$ cat config.mk
export PLATFORM = sky130hd
export DESIGN_NAME = booth_mult_seq
export DESIGN_NICKNAME = d
export VERILOG_FILES = /design/src/rtl/booth_mult_seq_pkg.sv /design/src/rtl/booth_mult_seq_step.sv /design/src/rtl/booth_mult_seq.sv
export SDC_FILE = /design/constraint.sdc
export NUM_CORES = 1
export LEC_CHECK = 0
export ABC_CLOCK_PERIOD_IN_PS = 5900
export CAP_MARGIN = 20
export CORE_MARGIN = 1
export CORE_UTILIZATION = 40
export DETAILED_ROUTE_END_ITERATION = 10
export PLACE_DENSITY = 0.62
export REMOVE_ABC_BUFFERS = 1
export SETUP_SLACK_MARGIN = 0.2
export SLEW_MARGIN = 25
export SYNTH_ARGS = -nofsm -noshare
export SYNTH_HDL_FRONTEND = slang
export SYNTH_SLANG_ARGS = --single-unit
$ cat constraint.sdc
create_clock -name clk -period 5.9 [get_ports clk]
set_clock_uncertainty 0.05 [all_clocks]
set_input_delay 0.59 -clock clk [delete_from_list [all_inputs] [get_ports clk]]
set_output_delay 0.59 -clock clk [all_outputs]
set_load 0.005 [all_outputs]
$ cat src/rtl/booth_mult_seq_pkg.sv
// Shared encodings for the sequential radix-2 Booth multiplier:
// FSM state codes, Booth operation codes and the counter-width helper.
package booth_mult_seq_pkg;

  typedef enum logic [1:0] {
    IDLE = 2'b00,
    RUN  = 2'b01,
    DONE = 2'b10
  } state_e;

  typedef enum logic [1:0] {
    OP_NOP = 2'b00,
    OP_ADD = 2'b01,
    OP_SUB = 2'b10
  } booth_op_e;

  // Booth recoding of the current multiplier bit pair {Q[0], q_1}
  function automatic booth_op_e booth_decode(input logic q0, input logic q_1);
    booth_op_e op;
    case ({q0, q_1})
      2'b01:   op = OP_ADD;
      2'b10:   op = OP_SUB;
      default: op = OP_NOP;
    endcase
    return op;
  endfunction

  // Step counter width; never below one bit
  function automatic int cnt_width(input int n);
    return (n > 1) ? $clog2(n) : 1;
  endfunction

endpackage

$ cat src/rtl/booth_mult_seq_step.sv
// One combinational radix-2 Booth step: conditional add of M or -M into the
// accumulator, then an arithmetic right shift of {acc, Q, q_1}.
module booth_step
  import booth_mult_seq_pkg::*;
#(
  parameter int N = 32
) (
  input  logic [N:0]   acc,
  input  logic [N-1:0] q,
  input  logic         q_1,
  input  logic [N:0]   m,
  input  logic [N:0]   neg_m,
  output logic [N:0]   acc_nxt,
  output logic [N-1:0] q_nxt,
  output logic         q_1_nxt
);

  booth_op_e  op_s;
  logic [N:0] sum_s;

  assign op_s = booth_decode(q[0], q_1);

  // Add/subtract selected by the recoded bit pair
  always_comb begin
    sum_s = acc;
    case (op_s)
      OP_ADD:  sum_s = acc + m;
      OP_SUB:  sum_s = acc + neg_m;
      default: sum_s = acc;
    endcase
  end

  // Arithmetic shift right, replicating the accumulator sign bit
  always_comb begin
    acc_nxt = {sum_s[N], sum_s[N:1]};
    q_nxt   = {sum_s[0], q[N-1:1]};
    q_1_nxt = q[0];
  end

endmodule

$ cat src/rtl/booth_mult_seq.sv
// Sequential radix-2 Booth signed multiplier: one multiplier bit per clock,
// full 2N-bit product returned through a start/busy/done handshake.
module booth_mult_seq
  import booth_mult_seq_pkg::*;
#(
  parameter int N = 32
) (
  input  logic           clk,
  input  logic           rst,
  input  logic           start,
  input  logic [N-1:0]   A,
  input  logic [N-1:0]   B,
  output logic           busy,
  output logic           done,
  output logic [2*N-1:0] P
);

  localparam int               CNT_W    = cnt_width(N);
  localparam logic [CNT_W-1:0] LAST_CNT = CNT_W'(N - 1);
  localparam logic [CNT_W-1:0] CNT_ONE  = CNT_W'(1);
  localparam logic [N:0]       NEG_INC  = {{N{1'b0}}, 1'b1};

  state_e           state_r, next_state_s;
  logic [N:0]       acc_r, m_r, neg_m_r, acc_nxt_s, m_load_s;
  logic [N-1:0]     q_r, q_nxt_s;
  logic             q_1_r, q_1_nxt_s;
  logic [CNT_W-1:0] count_r;
  logic [2*N-1:0]   p_r;
  logic             busy_r, done_r, busy_nxt_s, done_nxt_s;
  logic             last_step_s;

  // The extra sign bit keeps -M exact when A is the most negative value
  assign m_load_s    = {A[N-1], A};
  assign last_step_s = (count_r == LAST_CNT);

  booth_step #(.N(N)) u_step (
    .acc     (acc_r),
    .q       (q_r),
    .q_1     (q_1_r),
    .m       (m_r),
    .neg_m   (neg_m_r),
    .acc_nxt (acc_nxt_s),
    .q_nxt   (q_nxt_s),
    .q_1_nxt (q_1_nxt_s)
  );

  // FSM state register
  always_ff @(posedge clk) begin
    if (!rst) begin
      state_r <= IDLE;
    end else begin
      state_r <= next_state_s;
    end
  end

  // FSM next-state logic; start during RUN is deliberately ignored
  always_comb begin
    next_state_s = state_r;
    case (state_r)
      IDLE: begin
        if (start) next_state_s = RUN;
        else       next_state_s = IDLE;
      end
      RUN: begin
        if (last_step_s) next_state_s = DONE;
        else             next_state_s = RUN;
      end
      DONE: begin
        if (start) next_state_s = RUN;
        else       next_state_s = IDLE;
      end
      default: next_state_s = IDLE;
    endcase
  end

  // FSM output decode, computed one cycle ahead so busy/done come from flops
  always_comb begin
    busy_nxt_s = 1'b0;
    done_nxt_s = 1'b0;
    case (next_state_s)
      RUN:     busy_nxt_s = 1'b1;
      DONE:    done_nxt_s = 1'b1;
      default: begin
        busy_nxt_s = 1'b0;
        done_nxt_s = 1'b0;
      end
    endcase
  end

  // Operand load, Booth iteration, product capture and output registers
  always_ff @(posedge clk) begin
    if (!rst) begin
      acc_r   <= '0;
      m_r     <= '0;
      neg_m_r <= '0;
      q_r     <= '0;
      q_1_r   <= 1'b0;
      count_r <= '0;
      p_r     <= '0;
      busy_r  <= 1'b0;
      done_r  <= 1'b0;
    end else begin
      case (state_r)
        IDLE, DONE: begin
          if (start) begin
            acc_r   <= '0;
            q_r     <= B;
            q_1_r   <= 1'b0;
            m_r     <= m_load_s;
            neg_m_r <= (~m_load_s) + NEG_INC;
            count_r <= '0;
          end
        end
        RUN: begin
          acc_r   <= acc_nxt_s;
          q_r     <= q_nxt_s;
          q_1_r   <= q_1_nxt_s;
          count_r <= count_r + CNT_ONE;
          if (last_step_s) p_r <= {acc_nxt_s[N-1:0], q_nxt_s};
        end
        default: ;
      endcase
      busy_r <= busy_nxt_s;
      done_r <= done_nxt_s;
    end
  end

  assign busy = busy_r;
  assign done = done_r;
  assign P    = p_r;

endmodule

==> qor.txt, run 1 <==
Place WS -> 1.68 ns
Crit path time final -> 4.18 ns
R2r setup slk -> 1.72 ns
Number of max-cap violations -> 0
Ports -> 133
Initial antenna violation count -> 0
Area Overhead vs Synth -> 22.4%
Via/cell ratio -> 5.44
Drc violations -> 0
CTS tree -> yes
RSZ-0062 raised after global routing -> no
Hold Startpoint -> neg_m_r[30]$_SDFFE_PN0P_
Top_reg_cell synth -> dfxtp_1
Final non-filler cell total -> 1721
Hpwl dp -> 18100 um
Slew Limit Fails -> 0
Starting Density -> 40.9%
Fillers -> 2458
Crit path DAT -> 4.49 ns
Tightest Pin Transition -> 0.960 ns
Warning count from the yosys run -> 0
1st-pass router iterations -> 5
Synth top area cells -> dfxtp_1 (39%), nand2_1 (9.7%), a21oi_1 (9.6%)
Clock-pin slew on the worst setup and hold paths -> 0.06 ns
Inst Count DP -> 1679
Worst setup SP type -> flop
Chip width -> 163 um
Critical path cell sequence -> ha_2 -> mux2_2 -> fa_1 -> a211oi_2 -> o21ai_1 -> a211o_1 -> a211o_1 -> a211oi_2 -> o21a_1 -> mux2i_1 -> xor2_1 -> a21oi_1
Row count -> 58
Fin crit share -> 70.8%
CTS sink cnt -> 202
Maximum clock insertion buffer count -> 3
CP max FO -> 33
Setup TNS -> 0 ns
Leak Pwr -> 4.87 nW
Final setup margin -> 1.72 ns
Placed cell area -> 0.0118 mm2
Post-CTS setup buffer count -> 0
Ys async rst share -> 0%
Cts-stage hold buffer count -> 0
Diode count -> 0
Synthesis-stage register bit count -> 202
Power Dens Cells -> 267 mW/mm2
Syn_area_per_cell -> 7.95 um2
Reg-to-reg startpoint -> q_r[0]$_SDFFE_PN0P_
Library cells used by synthesis -> 72
Critical path depth -> 12
Vias -> 9357
Final setup viols -> 0
Gpl congestion -> 0.849
Post-synth top cells -> nand2_1 (268), dfxtp_1 (202), a21oi_1 (197), nor2_1 (84), clkbuf_1 (75)
Cell with the most instances after synthesis -> nand2_1
Post_cts resized -> 0
Setup CP Type -> reg2reg
TritonCTS Buffers -> 23
Worst setup EP type -> flop
Synth top area share -> 39.2%
DRT iter0 DRCs -> 644
Final hold vios -> 0
Die area -> 0.0265 mm2
Pin count of the biggest net entering global routing -> 83
H-Tree Level Count -> 1
Cell family with most CP delay -> compound AO/OA/AOI/OAI gates
GRT Util Overall -> 20.6%
Worst hold stages -> 2
Yosys top cell by area -> dfxtp_1
Outcome -> finished clean
Worst hold path type -> reg2reg
Mapped cell area -> 0.0103 mm2
Post-synthesis sequential area ratio -> 39.2%
Clock tree root driver cell -> clkbuf_16
ANT nets after route -> 0
Core Area -> 0.0253 mm2
Nets -> 1478
Post-synth EDFFs -> 0
Worst path slowest cell -> ha_2
Rel. slew slack -> 35.9%
Power Total -> 3.37 mW
GR Overflow Total -> 0
Vias in the first global route -> 8885
Synth Instances -> 1298
Final Util -> 50.0%
Fin area -> 0.0126 mm2
Max IR drop VDD -> 172 uV
Path depth of the worst reg2reg path -> 12
Clock Latency Late Sink -> 0.51 ns
Detail-routed net length per standard cell -> 16.0 um
R2R Path End -> P[63]$_SDFFE_PN0P_
FMAX -> 239 MHz
Die Y -> 163 um
Worst path max stage delay -> 0.73 ns
IO Port Bufs -> 132
Layout cells sized above 1 -> 7.69%
Routed Wire Length -> 27500 um
Tightest hold margin -> 0.398 ns
Worst Path Buf+Inv -> 0
Worst Hold Path EP -> neg_m_r[30]$_SDFFE_PN0P_
Data required, critical path -> 6.21 ns
First-pass GRT wire length -> 44700 um
power breakdown:
part,internal [mW],leakage [nW],switching [mW],total [mW]
sequential,1.41,1.64,0.0298,1.44
combinational,0.146,2.81,0.224,0.370
clock,0.985,0.414,0.577,1.56
total,2.54,4.87,0.830,3.37
cell type report:
class                      instances  area (um2)  area share, %
tap                              330         413           3.27
clock inverter                    12         189           1.50
multi-input combinational        993        5900           46.7
timing repair buffer             143        1400           11.1
sequential                       202        4040           32.0
inverter                          11        43.8          0.347
clock buffer                      30         642           5.08
registers in the layout, summed over array words and instances (netlist names):
signal and count:
count_r 5, state_r 2, done 1, q_r 32
busy 1, q_1_r 1, neg_m_r 32, m_r 32
acc_r 32, P 64
worst register-to-register path, cell delays in order, from the launching register on:
cell and delay [ns]:
dfxtp_1 0.36, ha_2 0.73, mux2_2 0.46, fa_1 0.46, a211oi_2 0.20, o21ai_1 0.16
a211o_1 0.28, a211o_1 0.34, a211oi_2 0.25, o21a_1 0.17, mux2i_1 0.31, xor2_1 0.18
a21oi_1 0.08
how the worst max path moves through the flow:
| stage | startpoint | endpoint | slack, ns |
|---|---|---|---|
| final | q_r[0]$_SDFFE_PN0P_ | P[63]$_SDFFE_PN0P_ | 1.72 |
| after global routing | q_1_r$_SDFFE_PN0P_ | acc_r[26]$_SDFFE_PN0P_ | 1.42 |
| after CTS | q_r[0]$_SDFFE_PN0P_ | P[63]$_SDFFE_PN0P_ | 1.66 |
| after detailed placement | q_r[0]$_SDFFE_PN0P_ | acc_r[26]$_SDFFE_PN0P_ | 1.68 |
| after global placement | q_1_r$_SDFFE_PN0P_ | acc_r[26]$_SDFFE_PN0P_ | 1.74 |
| after floorplan | start | acc_r[29]$_SDFFE_PN0P_ | -0.93 |
cell usage in the layout, fill, tap and decap left out, types with 11 or more instances in the layout:
master           netlist  final
a31oi_1               13     13
clkdlybuf4s50_1        0    132
xor2_1                18     18
nor2_1                84     83
and3_1                11     11
buf_4                  0     11
o21a_1                12     12
xnor2_1               29     29
mux2_2                30     30
o21ai_0               53     53
a21o_1                19     19
nor3_1                26     26
dfxtp_1              202    202
mux2i_1               18     18
a21oi_1              197    197
ha_1                  36     35
a211oi_1              12     12
clkbuf_16              0     23
a22oi_1               45     45
nand3_1               16     16
nand2_1              268    267
per-layer routing:
layer | up-vias | part of all wire [%] | GRT usage, %
met5 | - | 0 | 0
met4 | 0 | 1.3 | 4.04
met3 | 31 | 5.2 | 2.52
met2 | 250 | 47 | 35.5
met1 | 4369 | 47 | 27.7
li1 | 4707 | - | -
logic make-up (layout without fill, tap and decap cells):
logic type	Yosys count	after routing	share of synthesized area [%]
simple gates	472	472	20.8
compound gates	389	389	22.4
flops	202	202	39.2
buf+inv	103	196	4.00
mux	48	48	5.02
xor+xnor	47	47	3.99
fa+ha+maj	37	37	4.56
No activity file was read; power rests on OpenSTA's default activity.
==> inputs of run 2 (changes only) <==
ABC_CLOCK_PERIOD_IN_PS = 3550   (was 5900)
PLACE_DENSITY = 0.64   (was 0.62)
clock period = 3.55 ns   (was 5.9 ns; I/O delays follow)
==> run 2 against run 1 <==
Register-to-register slack got worse by 1.6 ns. Sequential power increased by 67%. Critical path depth is 5 higher. Via count increased by 2.3%. Cell count rose by 2.7%. Global-route usage rose by 0.42 points. Wire length is 5.3% higher. Power is 59% higher. Die area did not move. Cell area is 6.8% higher. Largest cell class unchanged.
==> qor.txt, run 2 (same netlist as run 1, synthesis figures left out) <==
Gpl congestion -> 0.859
First-pass GRT wire length -> 45700 um
Worst setup SP type -> flop
FMAX -> 294 MHz
Outcome -> finished clean
Die area -> 0.0265 mm2
Max IR drop VDD -> 279 uV
Fin area -> 0.0135 mm2
Vias -> 9574
Combinational group share of total power -> 13.7%
Final setup viols -> 0
DRT iter0 DRCs -> 735
Ports -> 133
Switching power -> 1.41 mW
Worst hold path type -> reg2reg
Row count -> 58
Worst setup EP type -> flop
Via/cell ratio -> 5.42
R2R Path End -> acc_r[29]$_SDFFE_PN0P_
H-Tree Level Count -> 1
1st-pass router iterations -> 5
IO Port Bufs -> 132
Die Y -> 163 um
Leak Pwr -> 5.09 nW
CTS sink cnt -> 202
Final Util -> 53.4%
Clock tree root driver cell -> clkbuf_16
Setup CP Type -> reg2reg
Crit path time final -> 3.40 ns
Vias in the first global route -> 8967
Final setup margin -> 0.147 ns
GRT Util Overall -> 21.1%
Worst hold stages -> 2
Clock-pin slew on the worst setup and hold paths -> 0.06 ns
Switch share -> 26.1%
GR Overflow Total -> 0
Clock group share of total power -> 41.7%
Path depth of the worst reg2reg path -> 17
Chip width -> 163 um
Commonest non-fill, non-tap cell in the layout -> nand2_1
Cts-stage hold buffer count -> 0
Power Total -> 5.38 mW
TritonCTS Buffers -> 23
Power Dens Cells -> 399 mW/mm2
R2r setup slk -> 0.15 ns
Placed cell area -> 0.0121 mm2
Setup TNS -> 0 ns
Hold Startpoint -> neg_m_r[18]$_SDFFE_PN0P_
Final non-filler cell total -> 1767
Tightest hold margin -> 0.400 ns
RSZ-0062 raised after global routing -> yes
Fin crit share -> 95.9%
CP max FO -> 7
Drc violations -> 0
Sequential share of power -> 44.6%
Most frequent cells in the layout -> nand2_1 (265), dfxtp_1 (200), a21oi_1 (185)
Hpwl dp -> 18300 um
Maximum clock insertion buffer count -> 3
Nets -> 1527
Internal power -> 3.97 mW
ANT nets after route -> 0
Routed Wire Length -> 28900 um
Clock Latency Late Sink -> 0.52 ns
Data required, critical path -> 3.88 ns
Reg-to-reg startpoint -> q_1_r$_SDFFE_PN0P_
Tightest Pin Transition -> 0.896 ns
Pin count of the biggest net entering global routing -> 122
Core Area -> 0.0253 mm2
Place WS -> 0.0188 ns
Area Overhead vs Synth -> 30.7%
Starting Density -> 40.9%
Inst Count DP -> 1715
Crit path DAT -> 3.73 ns
Initial antenna violation count -> 0
Worst Hold Path EP -> neg_m_r[18]$_SDFFE_PN0P_
Detail-routed net length per standard cell -> 16.4 um
CTS tree -> yes
Final hold vios -> 0
Largest register FFs -> 64
Rel. slew slack -> 40.3%
Layout cells sized above 1 -> 14.8%
Slew Limit Fails -> 0
Diode count -> 0
Number of max-cap violations -> 0
[run 2: repair_timing]
| action | in CTS | in global routing |
|---|---|---|
| gates resized for setup | 30 | 69 |
| setup buffers | 2 | 8 |
| setup endpoints to repair | 28 | 40 |
| pin swaps | 15 | 39 |
| cloned | 1 | 2 |
[run 2: worst max-delay path by stage]
stage	from	to	slack, ns	depth (start not counted)
6_report	q_1_r$_SDFFE_PN0P_	acc_r[29]$_SDFFE_PN0P_	0.15	17
5_1_grt	q_1_r$_SDFFE_PN0P_	P[56]$_SDFFE_PN0P_	0.05	15
4_1_cts	q_1_r$_SDFFE_PN0P_	P[60]$_SDFFE_PN0P_	0.17	16
3_5_place_dp	q_r[0]$_SDFFE_PN0P_	acc_r[26]$_SDFFE_PN0P_	0.02	13
3_3_place_gp	q_1_r$_SDFFE_PN0P_	acc_r[26]$_SDFFE_PN0P_	0.09	14
2_1_floorplan	state_r[0]$_SDFF_PN0_	acc_r[29]$_SDFFE_PN0P_	-3.05	4
[run 2: area by class of cell]
class,count,area (um2)
Clock inverter,10,81.3
Sequential cell,202,4050
Multi-Input combinational cell,993,6360
Inverter,11,43.8
Tap cell,330,413
Timing Repair Buffer,192,1930
Clock buffer,29,618
Fill cell,2361,11800
[run 2: routing by layer]
metal / up-vias / track usage [%] / part of all wire [%]
li1: 4813 / - / -
met1: 4487 / 28.8 / 47
met2: 242 / 35.2 / 46
met3: 32 / 2.90 / 5.4
met4: 0 / 4.42 / 1.3
met5: - / 0 / 0
[run 2: power by group through the flow]
stage | logic, mW | registers [mW] | clock network (mW)
2_1_floorplan | 0.384 | 2.43 | 0
4_1_cts | 0.679 | 2.40 | 2.30
3_3_place_gp | 0.646 | 2.45 | 0
3_5_place_dp | 0.653 | 2.45 | 0
6_report | 0.734 | 2.40 | 2.25
5_1_grt | 0.804 | 2.41 | 2.38
[run 2: worst max-delay path, stage by stage, from the launching register on]
cell and delay [ns]:
dfxtp_2 0.32, inv_2 0.06, ha_4 0.20, buf_12 0.15, buf_12 0.13, buf_6 0.13, mux2_4 0.32, ha_4 0.24
a21o_1 0.17, o21bai_1 0.20, o221ai_2 0.16, nand3b_1 0.10, o211ai_1 0.30, a21oi_2 0.14, buf_4 0.15, mux2i_1 0.12
a222oi_1 0.24, nor2_1 0.08
==> inputs of run 3 (changes only) <==
GPL_TIMING_DRIVEN = 0   (was not set)
==> run 3 against run 2 <==
Wire length down 2.9%. Power up 1.5%. Flip-flop and latch count unchanged. Setup slack worse by 0.091 ns. Global-route usage down 0.55 points. Highest routed layer unchanged.
==> qor.txt, run 3 (same netlist as run 1, synthesis figures left out) <==
Outcome -> finished clean
Routed Wire Length -> 28100 um
Gpl congestion -> 0.847
Vias -> 9556
Power Total -> 5.46 mW
Fin crit share -> 98.4%
Chip width -> 163 um
Inst Count DP -> 1681
Nets -> 1520
Clock group share of total power -> 41.7%
TritonCTS Buffers -> 22
Met1 WL -> 13300 um
Critical path cell sequence -> inv_2 -> ha_4 -> mux2_4 -> fa_2 -> a211oi_4 -> o21ai_2 -> a211o_1 -> a211o_1 -> buf_4 -> buf_6 -> a211oi_2 -> o21bai_1 -> xor2_1 -> mux2i_1 -> a21oi_1
Final hold vios -> 0
R2r setup slk -> 0.06 ns
Slew Limit Fails -> 0
Rel. slew slack -> 43.0%
Diode count -> 0
Vias in the first global route -> 8779
Final non-filler cell total -> 1759
Number of max-cap violations -> 0
Switch share -> 25.5%
Met3 wire length -> 1210 um
Cell family with most CP delay -> compound AO/OA/AOI/OAI gates
Worst path slowest cell -> fa_2
H-Tree Level Count -> 1
RSZ-0062 raised after global routing -> yes
Detail-routed net length per standard cell -> 16.0 um
Worst setup EP type -> flop
Commonest non-fill, non-tap cell in the layout -> nand2_1
Layout cells sized above 1 -> 15.5%
Die Y -> 163 um
Combinational group share of total power -> 14.4%
Clock-pin slew on the worst setup and hold paths -> 0.06 ns
First-pass GRT wire length -> 44600 um
Pin count of the biggest net entering global routing -> 123
Cts-stage hold buffer count -> 0
1st-pass router iterations -> 5
Via/cell ratio -> 5.43
Hpwl dp -> 18000 um
Highest Signal Layer -> met4
Row count -> 58
Setup CP Type -> reg2reg
FMAX -> 286 MHz
CTS tree -> yes
Clock tree root driver cell -> clkbuf_16
Worst hold path type -> in2reg
Path depth of the worst reg2reg path -> 15
Starting Density -> 40.9%
Switching power -> 1.39 mW
Reg-to-reg startpoint -> q_1_r$_SDFFE_PN0P_
GR Overflow Total -> 0
Maximum clock insertion buffer count -> 3
Core Area -> 0.0253 mm2
Worst path max stage delay -> 0.38 ns
Data required, critical path -> 3.89 ns
ANT nets after route -> 0
Initial antenna violation count -> 0
Cell mode on critical path -> a211o_1
Largest register FFs -> 64
Ports -> 133
Die area -> 0.0265 mm2
Sequential share of power -> 43.9%
Max IR drop VDD -> 323 uV
Crit path time final -> 3.49 ns
Met2 wire len -> 13200 um
Worst setup SP type -> flop
Fillers -> 2297
Crit path DAT -> 3.84 ns
CP max FO -> 6
Most frequent cells in the layout -> nand2_1 (265), dfxtp_1 (200), a21oi_1 (181)
CP Launch Point -> q_1_r$_SDFFE_PN0P_
CTS sink cnt -> 202
DRT iter0 DRCs -> 610
Power Dens Cells -> 394 mW/mm2
Worst Path Buf+Inv -> 3
GRT Util Overall -> 20.5%
Leak Pwr -> 5.17 nW
Final setup viols -> 0
Internal power -> 4.07 mW
Clock Latency Late Sink -> 0.51 ns
Area Overhead vs Synth -> 34.2%
R2R Path End -> P[55]$_SDFFE_PN0P_
IO Port Bufs -> 132
Tightest Pin Transition -> 0.848 ns
Worst setup endpoint -> P[55]$_SDFFE_PN0P_
Drc violations -> 0
Critical path depth -> 15
[run 3: how the worst min path moves through the flow]
stage                                   startpoint                  endpoint  slack (ns)  depth (start not counted)
after global routing                           rst        P[61]$_SDFFE_PN0P_        0.34                          2
after detailed placement  neg_m_r[23]$_SDFFE_PN0P_  neg_m_r[23]$_SDFFE_PN0P_        0.39                          2
after global placement    neg_m_r[13]$_SDFFE_PN0P_  neg_m_r[13]$_SDFFE_PN0P_        0.38                          2
after CTS                                      rst        P[61]$_SDFFE_PN0P_        0.33                          2
final                                          rst        P[61]$_SDFFE_PN0P_        0.34                          2
after floorplan           neg_m_r[10]$_SDFFE_PN0P_  neg_m_r[10]$_SDFFE_PN0P_        0.38                          2
[run 3: per-stage QoR]
step	setup WS [ns]	area, um2	hold slack [ns]	TNS, ns	utilization, %
after floorplan	-3.05	9950	0.378	-260.11	-
after global placement	-10.61	11700	0.385	-1116.63	46.3
after detailed placement	-0.571	12100	0.393	-7.26	47.8
after CTS	0.0624	13400	0.334	0	53.2
after global routing	-0.0287	13800	0.344	-0.0436	54.8
final	0.0558	13800	0.340	0	54.8
[run 3: repair_timing]
item                       4_1_cts  5_1_grt
cloned                           1        0
pin swaps                       38       56
setup endpoints to repair       47       34
buffers inserted                21       19
resized for setup               76       60
[run 3: routing by layer]
metal	global-route usage [%]	vias to the layer above
li1	-	4791
met1	27.9	4518
met2	34.2	209
met3	2.72	38
met4	5.06	0
met5	0	-
[run 3: area by class of cell]
cell class,count,area (um2),area share [%]
Clock inverter,3,51.3,0.370
Tap cell,330,413,2.98
Sequential cell,202,4050,29.2
Inverter,11,48.8,0.352
Clock buffer,34,666,4.81
Timing Repair Buffer,186,2060,14.8
Multi-Input combinational cell,993,6570,47.4
[run 3: power by group through the flow]
stage | Combinational (mW) | Clock, mW | Sequential, mW
after global placement | 0.615 | 0 | 2.44
final | 0.785 | 2.28 | 2.40
after CTS | 0.750 | 2.32 | 2.40
after detailed placement | 0.673 | 0 | 2.44
after global routing | 0.848 | 2.41 | 2.41
after floorplan | 0.384 | 0 | 2.43
